==> config.mk <==
export PLATFORM = sky130hd
export DESIGN_NAME = piso_frame_tx
export DESIGN_NICKNAME = d
export VERILOG_FILES = /design/src/rtl/link_frame_pkg.sv /design/src/rtl/piso_frame_tx.sv
export SDC_FILE = /design/constraint.sdc
export NUM_CORES = 1
export LEC_CHECK = 0
export ABC_AREA = 0
export BUFFER_PORTS_ARGS = -buffer_cell sky130_fd_sc_hd__buf_4
export CAP_MARGIN = 20
export CORE_MARGIN = 2
export CORE_UTILIZATION = 49
export CTS_CLUSTER_SIZE = 40
export DETAILED_ROUTE_END_ITERATION = 10
export PLACE_DENSITY = 0.82
export SYNTH_ARGS = -nofsm -noshare
export SYNTH_HDL_FRONTEND = slang
export SYNTH_SLANG_ARGS = --single-unit
==> constraint.sdc <==
create_clock -name sys_clk -period 1.8 [get_ports sys_clk]
set_input_delay 0.09 -clock sys_clk [delete_from_list [all_inputs] [get_ports sys_clk]]
set_output_delay 0.09 -clock sys_clk [all_outputs]
set_load 0.03 [all_outputs]
==> src/rtl/link_frame_pkg.sv <==
// Shared definitions for the single-wire command link: frame geometry, FSM
// state encoding and command opcodes used by both transmitter and receiver.
package link_frame_pkg;

  localparam int LINK_FRAME_W = 32;
  localparam int LINK_CMD_W   = 8;
  localparam int LINK_DATA_W  = 24;

  typedef enum logic [1:0] {
    ST_IDLE  = 2'd0,
    ST_SHIFT = 2'd1,
    ST_TRAIL = 2'd2,
    ST_GAP   = 2'd3
  } link_state_e;

  // Command opcodes carried in frame bits [31:24]
  localparam logic [7:0] OP_NOP     = 8'h00;
  localparam logic [7:0] OP_STATUS  = 8'h10;
  localparam logic [7:0] OP_ENCODER = 8'h20;
  localparam logic [7:0] OP_FAULT   = 8'h7E;

endpackage

==> src/rtl/piso_frame_tx.sv <==
// Serializes a {CMD, DATA} frame LSB-first on dout with a framing enable,
// one trailing enable cycle for the partner to latch, then an idle gap.
module piso_frame_tx
  import link_frame_pkg::*;
#(
  parameter int FRAME_W    = LINK_FRAME_W,
  parameter int CMD_W      = LINK_CMD_W,
  parameter int DATA_W     = LINK_DATA_W,
  parameter int GAP_CYCLES = 2
) (
  input  logic              sys_clk,
  input  logic              rst,
  input  logic [CMD_W-1:0]  CMD,
  input  logic [DATA_W-1:0] DATA,
  input  logic              start,
  output logic              busy,
  output logic              dout,
  output logic              en_piso,
  output logic              done
);

  localparam int CNT_W = $clog2(FRAME_W);
  localparam int GAP_W = 4;

  if (CMD_W + DATA_W != 32 || FRAME_W != 32) begin : g_bad_width
    $error("piso_frame_tx: CMD_W + DATA_W and FRAME_W must both equal 32");
  end
  if (GAP_CYCLES < 1 || GAP_CYCLES > 15) begin : g_bad_gap
    $error("piso_frame_tx: GAP_CYCLES must be within 1..15");
  end

  link_state_e        state_q;
  logic [FRAME_W-1:0] shreg_q;
  logic [CNT_W-1:0]   bit_cnt_q;
  logic [GAP_W-1:0]   gap_cnt_q;
  logic               dout_q;
  logic               en_q;
  logic               done_q;
  logic               busy_q;

  always_ff @(posedge sys_clk) begin
    if (rst) begin
      state_q   <= ST_IDLE;
      shreg_q   <= '0;
      bit_cnt_q <= '0;
      gap_cnt_q <= '0;
      dout_q    <= 1'b0;
      en_q      <= 1'b0;
      done_q    <= 1'b0;
      busy_q    <= 1'b0;
    end else begin
      case (state_q)
        ST_IDLE: begin
          done_q <= 1'b0;
          if (start) begin
            shreg_q   <= {CMD, DATA};
            bit_cnt_q <= '0;
            dout_q    <= DATA[0];
            en_q      <= 1'b1;
            busy_q    <= 1'b1;
            state_q   <= ST_SHIFT;
          end
        end
        ST_SHIFT: begin
          // dout is registered, so it takes the bit that becomes shreg[0]
          // after this shift; zero fill makes the trail bit 0 automatically.
          shreg_q   <= {1'b0, shreg_q[FRAME_W-1:1]};
          dout_q    <= shreg_q[1];
          bit_cnt_q <= bit_cnt_q + 1'b1;
          if (bit_cnt_q == CNT_W'(FRAME_W - 1)) begin
            state_q <= ST_TRAIL;
          end
        end
        ST_TRAIL: begin
          en_q      <= 1'b0;
          dout_q    <= 1'b0;
          done_q    <= 1'b1;
          gap_cnt_q <= GAP_W'(GAP_CYCLES - 1);
          state_q   <= ST_GAP;
        end
        ST_GAP: begin
          done_q <= 1'b0;
          if (gap_cnt_q == '0) begin
            busy_q  <= 1'b0;
            state_q <= ST_IDLE;
          end else begin
            gap_cnt_q <= gap_cnt_q - 1'b1;
          end
        end
        default: state_q <= ST_IDLE;
      endcase
    end
  end

  assign busy    = busy_q;
  assign dout    = dout_q;
  assign en_piso = en_q;
  assign done    = done_q;

endmodule

Word-level counts from Yosys, hierarchy flattened --
Index checks and enable logic that the tools add are counted.
Storage, ports and cells: bits in registers 47, logic and storage cells 50, output and inout port bits 4
Operators by class: eq/ne operators 8, add/sub/neg operators 2, reductions and logical operators 15, multiplexer cells 17
Operators by type and width (number):
- case mux 32 bit (2 select lines) | 1
- two-way mux 32 bit | 1
- case mux 5 bit (2 select lines) | 1
- nonzero test 2 bit | 5
- inequality test 2 bit, second input constant | 4
- case mux 2 bit (4 select lines) | 1
- case mux 4 bit (2 select lines) | 1
- AND reduction 2 bit | 4
- two-way mux 2 bit | 3
- case mux 1 bit (2 select lines) | 3
- AND reduction 3 bit | 2
- adder 5 x 1 -> 5 bit, second input constant | 1
- equality test 5 bit, second input constant | 1
- two-way mux 5 bit | 1
- equality test 2 bit, second input constant | 2
- logical NOT 4 bit | 1
- two-way mux 4 bit | 1
- subtractor 4 x 1 -> 4 bit, second input constant | 1
- two-way mux 1 bit | 3
- case mux 1 bit (3 select lines) | 1
- nonzero test 3 bit | 1
- equality test 2 x 1 -> 1 bit, second input constant | 1
- logical NOT 2 bit | 1
- OR reduction 2 bit | 1

Longest topological paths before layout --
Gate-level depths: netlist of the first run.
word-level depth 3, depth in mapped cells 8

Least setup slack after synthesis of the first run --
OpenSTA, ideal clock, no wires.
path type flip-flop to flip-flop, from register state_q[0], to register shreg_q[10], period minus slack after synthesis 1647 ps, stages on the path, launching flop included 8, arrival 1510 ps, slack 153 ps, cells stage by stage dfxtp_1 > inv_1 > ha_1 > nor2b_1 > buf_2 > nor2_4 > clkbuf_1 > a211oi_1
Between the ends: cells in the longest elaborated chain, start to end 3, elaborated cells on any way between the ends 6, those cells by class 2 x eq/ne; 1 x mux; 3 x reduce/logical
Ends and longest elaborated chain:
- start, declared | RTL line piso_frame_tx.sv:32 | link_state_e state_q;
- start signal, assigned | RTL line piso_frame_tx.sv:43 | state_q <= ST_IDLE;
- start signal, assigned | RTL line piso_frame_tx.sv:61 | state_q <= ST_SHIFT;
- start signal, assigned | RTL line piso_frame_tx.sv:71 | state_q <= ST_TRAIL;
- equality test 2 x 1 -> 1 bit / logical NOT 2 bit (equally long branches) | RTL line piso_frame_tx.sv:52 | case (state_q)
- nonzero test 2 bit (no source line) / inequality test 2 bit (equally long branches)
- AND reduction 2 bit (no source line)
- end signal, assigned | RTL line piso_frame_tx.sv:56 | shreg_q <= {CMD, DATA};
- end signal, assigned | RTL line piso_frame_tx.sv:67 | shreg_q <= {1'b0, shreg_q[FRAME_W-1:1]};
- end, declared | RTL line piso_frame_tx.sv:33 | logic [FRAME_W-1:0] shreg_q;
Several ways; a longest one is shown, not always the timed one. A chain may end at the register's enable or synchronous reset.

Final worst setup path of the first run --
from register gap_cnt_q[0], to register state_q[1]
Between the ends: cells in the longest elaborated chain, start to end 3
Ends and longest elaborated chain:
- start, declared | RTL line piso_frame_tx.sv:35 | logic [GAP_W-1:0] gap_cnt_q;
- start signal, assigned | RTL line piso_frame_tx.sv:78 | gap_cnt_q <= GAP_W'(GAP_CYCLES - 1);
- start signal, assigned | RTL line piso_frame_tx.sv:87 | gap_cnt_q <= gap_cnt_q - 1'b1;
- logical NOT 4 bit | RTL line piso_frame_tx.sv:83 | if (gap_cnt_q == '0) begin
- inequality test 2 bit (no source line)
- AND reduction 3 bit (no source line)
- end signal, assigned | RTL line piso_frame_tx.sv:79 | state_q <= ST_GAP;
- end signal, assigned | RTL line piso_frame_tx.sv:85 | state_q <= ST_IDLE;
- end signal, assigned | RTL line piso_frame_tx.sv:90 | default: state_q <= ST_IDLE;
Every way passes these cells.

==> results of run 1 <==
critical path, stage by stage, from the launching register on:
cell and delay, ps:
dfxtp_1 340, inv_1 60, ha_2 170, or3b_4 420, a221oi_4 310, mux2i_1 220, nor2_1 50
cell type report:
class	instances	area (µm²)
fillers	367	1680
inverters	5	18.8
flip-flops and latches	46	925
well taps	52	65.1
multi-input cells	164	1160
repair buffers	45	363
clock buffers	6	72.6
clock inverters	1	7.51
what timing repair did:
item / CTS / global route
hold endpoints to repair: 0 / 0
setup endpoints to repair: 0 / 15
resized for setup: 0 / 8
kinds of logic after synthesis:
group	after synthesis	synth area share, %
flops	46	42.5
simple gates	71	15.1
buf+inv	22	4.68
compound gates	52	17.8
mux	33	15.3
fa+ha+maj	8	4.62
flip-flops by register name, summed over array words and instances (netlist names):
register,flops
shreg_q,31
en_piso,1
done,1
state_q,2
bit_cnt_q,5
dout,1
busy,1
gap_cnt_q,4
worst max-delay path by stage:
stage,slack (ps),depth (start not counted),to,from
floorplan,150,7,shreg_q[10],state_q[0]
global placement,160,6,state_q[1],gap_cnt_q[0]
detailed placement,110,7,state_q[1],state_q[0]
CTS,90,7,state_q[1],state_q[0]
global route,6,6,state_q[1],gap_cnt_q[0]
finish,110,6,state_q[1],gap_cnt_q[0]
metal layers:
metal	vias to the layer above	GRT usage, %	part of all wire (%)
met5	-	0	0
met4	0	6.20	0.87
met3	2	4.47	4.1
met2	30	27.0	45
met1	787	22.9	50
li1	904	-	-
synthesized netlist by cell type (all sizes together), types with 2 or more instances:
cell type   n
nand2       6
or3         3
nor2       46
clkbuf      7
nand3       2
a211oi     32
nor3b       3
o21ai       4
nor2b       4
buf        10
ha          8
inv         5
a32oi       2
nor3        2
dfxtp      46
mux2i      32
a21oi       8
report_power, final:
group	total (mW)	leakage, nW	internal [mW]	switching [mW]
Sequential	1.57	0.381	1.38	0.198
Combinational	1.97	0.638	0.909	1.07
Clock	0.602	0.0373	0.267	0.335
Total	4.15	1.06	2.55	1.60
cells in the final DEF, fill, tap and decap left out, types with 2 or more instances in the layout:
| master | n |
|---|---|
| a211oi_1 | 31 |
| a21oi_1 | 8 |
| a32oi_1 | 2 |
| buf_12 | 2 |
| buf_4 | 43 |
| clkbuf_8 | 5 |
| dfxtp_1 | 43 |
| dfxtp_2 | 3 |
| ha_1 | 6 |
| inv_1 | 4 |
| mux2i_1 | 32 |
| nand2_1 | 6 |
| nand3_1 | 2 |
| nor2_1 | 45 |
| nor2b_1 | 3 |
| nor3_1 | 2 |
| nor3b_1 | 3 |
| o21ai_0 | 3 |
| or3_1 | 3 |
==> flow_metrics.tcl, run 1 <==
set metrics [dict create \
    endpoint_kind "flip-flop" \
    htree_levels 2 \
    cp.arrival_ps 1860 \
    syn_nets 275 \
    grt_pass1_wl_mm 7.02 \
    clockRootBuffer "clkbuf_8" \
    ff2ff_path_depth 6 \
    postSynthCellCount 232 \
    min_to "shreg_q[22]" \
    coreArea_um2 4290 \
    ff2ff_setup_slack_ps 110 \
    maxSlewHeadroom_pct 68.1 \
    finalHoldViolCount 0 \
    final_cell_count_no_fill 319 \
    setup-tns-final_ps 0 \
    min_path_type "in -> reg" \
    slew_violations 0 \
    status "complete, no violations" \
    fin_area_um2 2610 \
    antennaDiodeCount 0 \
    postCtsSetupBuffers 0 \
    placed_area_um2 2510 \
    dpl.cell_count 312 \
    clock_skew_ps 3.21 \
    viasPerCell 5.40 \
    wl_per_cell_um 12.6 \
    critical_path.max_fanout 5 \
    hp-start "DATA[22]" \
    remaining_drc_errors 0 \
    rows 24 \
    setup_ws_ps 107 \
    grtUsageTotal_pct 17.2 \
    setup_viol 0 \
    preCtsSetupSlack_ps 108 \
    cts_tree "built" \
    crit_type "reg -> reg" \
    syn_avg_cell_area_um2 9.34 \
    dieArea_um2 4970 \
    grt_max_degree 47 \
    dpl.hpwl_mm 2.79 \
    cts_inserted_buffers 5 \
    synth-edff-count 0 \
    fmax_ghz 0.591 \
    synthArstFlopShare_pct 0 \
    post-route-util_pct 60.9 \
    io_buffers 38 \
    tightest_slew_ps 478 \
    ys.flop_type "dfxtp_1" \
    routed_wl_mm 4.01 \
    synth.area.top_cells "dfxtp_1 42%, mux2i_1 15%, a211oi_1 11%, nor2_1 7.8%, ha_1 4.6%" \
    ant_nets 0 \
    final_nets 310 \
    syn2layout_area_growth_pct 20.6 \
    ys_types 33 \
    clockBufferDepth 2 \
    drt-initial-drc-count 77 \
    ys_ff_latch 46 \
    postCtsHoldBufs 0 \
    cp-start-kind "flip-flop" \
    die_h_um 70.5 \
    fin_hold_ws_ps 138 \
    required_ps 1970 \
    power_density_nw_per_um2 1590 \
    p_leak_nw 1.06 \
    r2r-start "gap_cnt_q[0]" \
    ir_worst_vdd_mv 0.687 \
    clk_latency_ps 290 \
    seq_area_frac_synth_pct 42.5 \
    drt-pass1-iter-count 4 \
    drive_gt1_share_pct 23.6 \
    r2r-end "state_q[1]" \
    min_period_over_period_pct 94.0 \
    yosys.area.top_type_share_pct 42.5 \
    yosysWarnings 0 \
    synthDominantAreaCellType "dfxtp_1" \
    first_global_vias 1605 \
    die_w_um 70.5 \
    start_util_pct 50.5 \
    antenna_found_initial 0 \
    gp_congestion 0.836 \
    netlist_area_um2 2170 \
    fin_crit_ps 1690 \
    p_total_mw 4.15 \
    numClockSinks 46 \
    worst_hold_path.num_cells 3 \
    cap_viol_max_count 0 \
    io_pins 39 \
    rsz0062_at_grt "no" \
    num_vias 1723 \
    clk_transition_reported_paths_ps 80 \
    grt_overflow_total 0 \
]
Note: power is estimated with default switching activity, not from simulation.
==> run 2: changes to the inputs <==
--- a/config.mk
+++ b/config.mk
@@ -7,12 +7,12 @@
 export LEC_CHECK = 0
 export ABC_AREA = 0
 export BUFFER_PORTS_ARGS = -buffer_cell sky130_fd_sc_hd__buf_4
-export CAP_MARGIN = 20
 export CORE_MARGIN = 2
 export CORE_UTILIZATION = 49
 export CTS_CLUSTER_SIZE = 40
 export DETAILED_ROUTE_END_ITERATION = 10
 export PLACE_DENSITY = 0.82
+export REMOVE_ABC_BUFFERS = 1
 export SYNTH_ARGS = -nofsm -noshare
 export SYNTH_HDL_FRONTEND = slang
 export SYNTH_SLANG_ARGS = --single-unit
==> flow_metrics.tcl, run 2 (synthesis results as in run 1) <==
set metrics [dict create \
    start_util_pct 50.5 \
    drt-pass1-iter-count 4 \
    slowest_delay_ps 430 \
    critical_path.max_fanout 5 \
    tightest_slew_ps 488 \
    clock_skew_ps 6.76 \
    fin_area_um2 2680 \
    grt_overflow_total 0 \
    io_buffers 38 \
    drive_gt1_share_pct 23.5 \
    reg_top3 "shreg_q (31), bit_cnt_q (5), gap_cnt_q (4)" \
    drt-initial-drc-count 111 \
    endpoint_kind "flip-flop" \
    most-common-layout-cells "45 x nor2_1, 45 x dfxtp_1, 45 x buf_4" \
    clockRootBuffer "clkbuf_8" \
    syn2layout_area_growth_pct 23.4 \
    cp.arrival_ps 1930 \
    numClockSinks 46 \
    r2r-end "state_q[1]" \
    routed_wl_mm 4.47 \
    ant_nets 0 \
    fillers 387 \
    p_leak_nw 1.10 \
    grt_max_degree 61 \
    ff2ff_setup_slack_ps 30 \
    rows 24 \
    required_ps 1970 \
    fin_crit_ps 1770 \
    dieArea_um2 4970 \
    fmax_ghz 0.567 \
    worst_path_max_delay_cell "or3b_4" \
    setup_viol 0 \
    power_density_nw_per_um2 1650 \
    ff2ff_path_depth 6 \
    placed_area_um2 2510 \
    first_global_vias 1692 \
    post-route-util_pct 62.3 \
    r2r-start "gap_cnt_q[0]" \
    largest_register_ffs 31 \
    finalHoldViolCount 0 \
    cap_viol_max_count 0 \
    p_total_mw 4.40 \
    htree_levels 2 \
    antennaDiodeCount 0 \
    regMostFlops "shreg_q" \
    crit_type "reg -> reg" \
    cp-start-kind "flip-flop" \
    maxSlewHeadroom_pct 67.3 \
    wl_per_cell_um 13.8 \
    cts_inserted_buffers 5 \
    viasPerCell 5.55 \
    grtUsageTotal_pct 18.1 \
    cts_tree "built" \
    coreArea_um2 4290 \
    gp_congestion 0.749 \
    remaining_drc_errors 0 \
    slew_violations 0 \
    num_vias 1798 \
    clk_transition_reported_paths_ps 90 \
    dpl.hpwl_mm 2.85 \
    path_cells "inv_1 > ha_1 > or3b_4 > a221oi_4 > mux2i_1 > nor2_1" \
    die_h_um 70.5 \
    postCtsHoldBufs 0 \
    final_nets 314 \
    min_period_over_period_pct 98.1 \
    grt_pass1_wl_mm 7.31 \
    min_path_type "in -> reg" \
    ir_worst_vdd_mv 0.888 \
    clk_latency_ps 300 \
    antenna_found_initial 0 \
    cp-endpoint "state_q[1]" \
    startpoint "gap_cnt_q[0]" \
    status "complete, no violations" \
    io_pins 39 \
    clockBufferDepth 2 \
    die_w_um 70.5 \
]
run 2: changes by cell type in the layout (fill, tap and decap cells not counted), moves of 2 or more:
cell,delta
clkbuf_16,+2
dfxtp_2,-2
buf_4,+2
dfxtp_1,+2
run 2: worst min-delay path by stage:
| stage | cells past startpoint | slack (ps) | from | to |
|---|---|---|---|---|
| after global routing | 3 | 140 | DATA[16] | shreg_q[16] |
| after global placement | 3 | 440 | DATA[13] | shreg_q[13] |
| after floorplan | 1 | 150 | rst | state_q[0] |
| final | 3 | 130 | DATA[12] | shreg_q[12] |
| after detailed placement | 3 | 450 | DATA[7] | shreg_q[7] |
| after CTS | 3 | 130 | DATA[12] | shreg_q[12] |
run 2: worst max-delay path, delay by kind of cell (launching register included):
| family | cells | cell delay [ps] |
|---|---|---|
| simple gates | 2 | 490 |
| buf+inv | 1 | 60 |
| compound gates | 1 | 330 |
| fa+ha+maj | 1 | 180 |
| mux | 1 | 230 |
| flops | 1 | 340 |
run 2: area by class of cell:
type | count | area, µm² | area share [%]
multi-input combinational | 164 | 1150 | 43.0
sequential | 46 | 922 | 34.5
timing repair buffer | 49 | 428 | 16.0
clock buffer | 7 | 86.3 | 3.23
tap | 52 | 65.1 | 2.43
inverter | 5 | 18.8 | 0.702
clock inverter | 1 | 5.00 | 0.187
run 2: layer usage:
| metal | routed length [µm] | up-vias | GRT usage, % |
|---|---|---|---|
| li1 | - | 907 | - |
| met1 | 2130 | 847 | 22.2 |
| met2 | 2100 | 39 | 30.3 |
| met3 | 206 | 5 | 5.92 |
| met4 | 36 | 0 | 5.13 |
| met5 | 0 | - | 0 |
run 2: where the power goes:
part | switching, mW | leakage, nW | internal (mW) | total (mW)
logic | 1.17 | 0.671 | 1.02 | 2.19
clock network | 0.339 | 0.0482 | 0.310 | 0.649
registers | 0.187 | 0.380 | 1.37 | 1.56
run 2: through the flow:
step / instances / hold slack (ps) / worst slack, ps / TNS (ps)
after global placement: 312 / 439 / 160 / 0
after global routing: 324 / 140 / -21.1 / -21.1
after detailed placement: 312 / 450 / 66.4 / 0
final: 324 / 132 / 34.9 / 0
after floorplan: 215 / 155 / -1200 / -42010
after CTS: 320 / 129 / 48.8 / 0
run 2: repair_timing:
action	CTS	global route
gates resized for setup	0	3
endpoints found under the setup margin	0	9
buffers inserted	0	2
endpoints found under the hold margin	0	0
==> run 3: changes to the inputs <==
==> constraint.sdc (replaced) <==
create_clock -name sys_clk -period 1.5 [get_ports sys_clk]
set_input_delay 0.075 -clock sys_clk [delete_from_list [all_inputs] [get_ports sys_clk]]
set_output_delay 0.075 -clock sys_clk [all_outputs]
set_load 0.03 [all_outputs]
==> flow_metrics.tcl, run 3 (synthesis results as in run 1) <==
set metrics [dict create \
    clk_latency_ps 300 \
    violations "setup timing" \
    first_global_vias 1846 \
    clk_transition_reported_paths_ps 90 \
    antennaDiodeCount 0 \
    dpl.cell_count 334 \
    rows 24 \
    multi_input_area_um2 1240 \
    antenna_found_initial 0 \
    seqCellArea_um2 926 \
    grt_pass1_wl_mm 8.28 \
    critical_path.max_fanout 4 \
    drt-initial-drc-count 60 \
    rsz0062_at_grt "yes" \
    status "finished with violations" \
    min_path_type "in -> reg" \
    grt_max_degree 47 \
    ff2ff_setup_slack_ps -80 \
    wl_per_cell_um 14.0 \
    regMostFlops "shreg_q" \
    final_cell_count_no_fill 350 \
    grt_overflow_total 0 \
    p_leak_nw 1.27 \
    ant_nets 0 \
    endpoint_kind "flip-flop" \
    p_total_mw 6.11 \
    cap_viol_max_count 0 \
    cts_tree "built" \
    clockBufferDepth 2 \
    crit_type "reg -> reg" \
    largest_register_ffs 31 \
    tightest_slew_ps 498 \
    drt-pass1-iter-count 6 \
    numClockSinks 46 \
    io_buffers 38 \
    setup_viol 24 \
    remaining_drc_errors 0 \
    min_period_over_period_pct 106 \
    dieArea_um2 4970 \
    syn2layout_area_growth_pct 39.6 \
    finalHoldViolCount 0 \
    r2r-start "gap_cnt_q[1]" \
    setup_ws_ps -85.0 \
    preCtsSetupSlack_ps -119 \
    io_pins 39 \
    htree_levels 2 \
    gp_congestion 0.755 \
    die_w_um 70.5 \
    setup-tns-final_ps -619 \
    ir_worst_vdd_mv 1.25 \
    cp.arrival_ps 1760 \
    placed_area_um2 2720 \
    fin_hold_ws_ps 117 \
    start_util_pct 50.5 \
    cts_inserted_buffers 5 \
    fin_crit_ps 1580 \
    fillers 341 \
    hp-start "DATA[4]" \
    post-route-util_pct 70.5 \
    r2r-end "state_q[1]" \
    viasPerCell 5.39 \
    fmax_ghz 0.631 \
    min_to "shreg_q[4]" \
    final_common_cell "buf_4" \
    drive_gt1_share_pct 36.2 \
    required_ps 1680 \
    cp-start-kind "flip-flop" \
    worst_hold_path.num_cells 3 \
    clock_skew_ps 8.30 \
    most-common-layout-cells "63 x buf_4, 43 x nor2_1, 42 x dfxtp_1" \
    num_vias 1888 \
    fin_area_um2 3030 \
    dpl.hpwl_mm 3.07 \
    routed_wl_mm 4.91 \
    postCtsHoldBufs 0 \
    reg_top3 "shreg_q (31), bit_cnt_q (5), gap_cnt_q (4)" \
    grtUsageTotal_pct 20.5 \
    die_h_um 70.5 \
    final_nets 341 \
    maxSlewHeadroom_pct 66.8 \
    slew_violations 0 \
    ff2ff_path_depth 6 \
    clockRootBuffer "clkbuf_8" \
    power_density_nw_per_um2 2020 \
    coreArea_um2 4290 \
]
## run 3: cell types whose count changed in the layout (fill, tap and decap cells not counted), sizes merged
cell and delta:
clkbuf -2, clkinv -1, buf +28, bufinv +1
## run 3: worst max path at each step
stage                       from          end  slack, ps
finish              gap_cnt_q[1]   state_q[1]        -80
detailed placement  gap_cnt_q[1]   state_q[1]       -120
floorplan             state_q[1]  shreg_q[10]      -1500
global placement    gap_cnt_q[1]   state_q[1]        -80
global route        gap_cnt_q[0]   state_q[1]       -160
CTS                 gap_cnt_q[1]   state_q[1]       -120
## run 3: critical path, cell delays in order, from the launching register on
cell and delay (ps):
dfxtp_2 330, inv_2 60, ha_4 120, or3b_4 400
a221oi_4 290, mux2i_1 210, nor2_1 50
## run 3: layout make-up
cell class / count / share of cell area, %
Sequential cell: 46 / 30.6
Clock buffer: 6 / 2.73
Inverter: 5 / 0.620
Tap cell: 52 / 2.15
Clock inverter: 1 / 0.993
Timing Repair Buffer: 76 / 21.9
Multi-Input combinational cell: 164 / 41.0
## run 3: report_power, final
part | internal (mW) | switching [mW] | leakage [nW]
combinational | 1.68 | 1.60 | 0.829
sequential | 1.65 | 0.227 | 0.382
clock | 0.533 | 0.411 | 0.0573
total | 3.86 | 2.24 | 1.27
## run 3: metal layers
metal	up-vias	GRT usage [%]	part of all wire [%]
met2	36	34.8	50
met4	0	5.13	0.92
met5	-	0	0
li1	960	-	-
met1	886	25.8	44
met3	6	5.63	4.8
## run 3: timing repair
item | 4_1_cts | 5_1_grt
pin swaps | 4 | 11
setup endpoints to repair | 41 | 43
setup buffers | 4 | 2
gates cloned | 2 | 1
gates resized for setup | 13 | 18
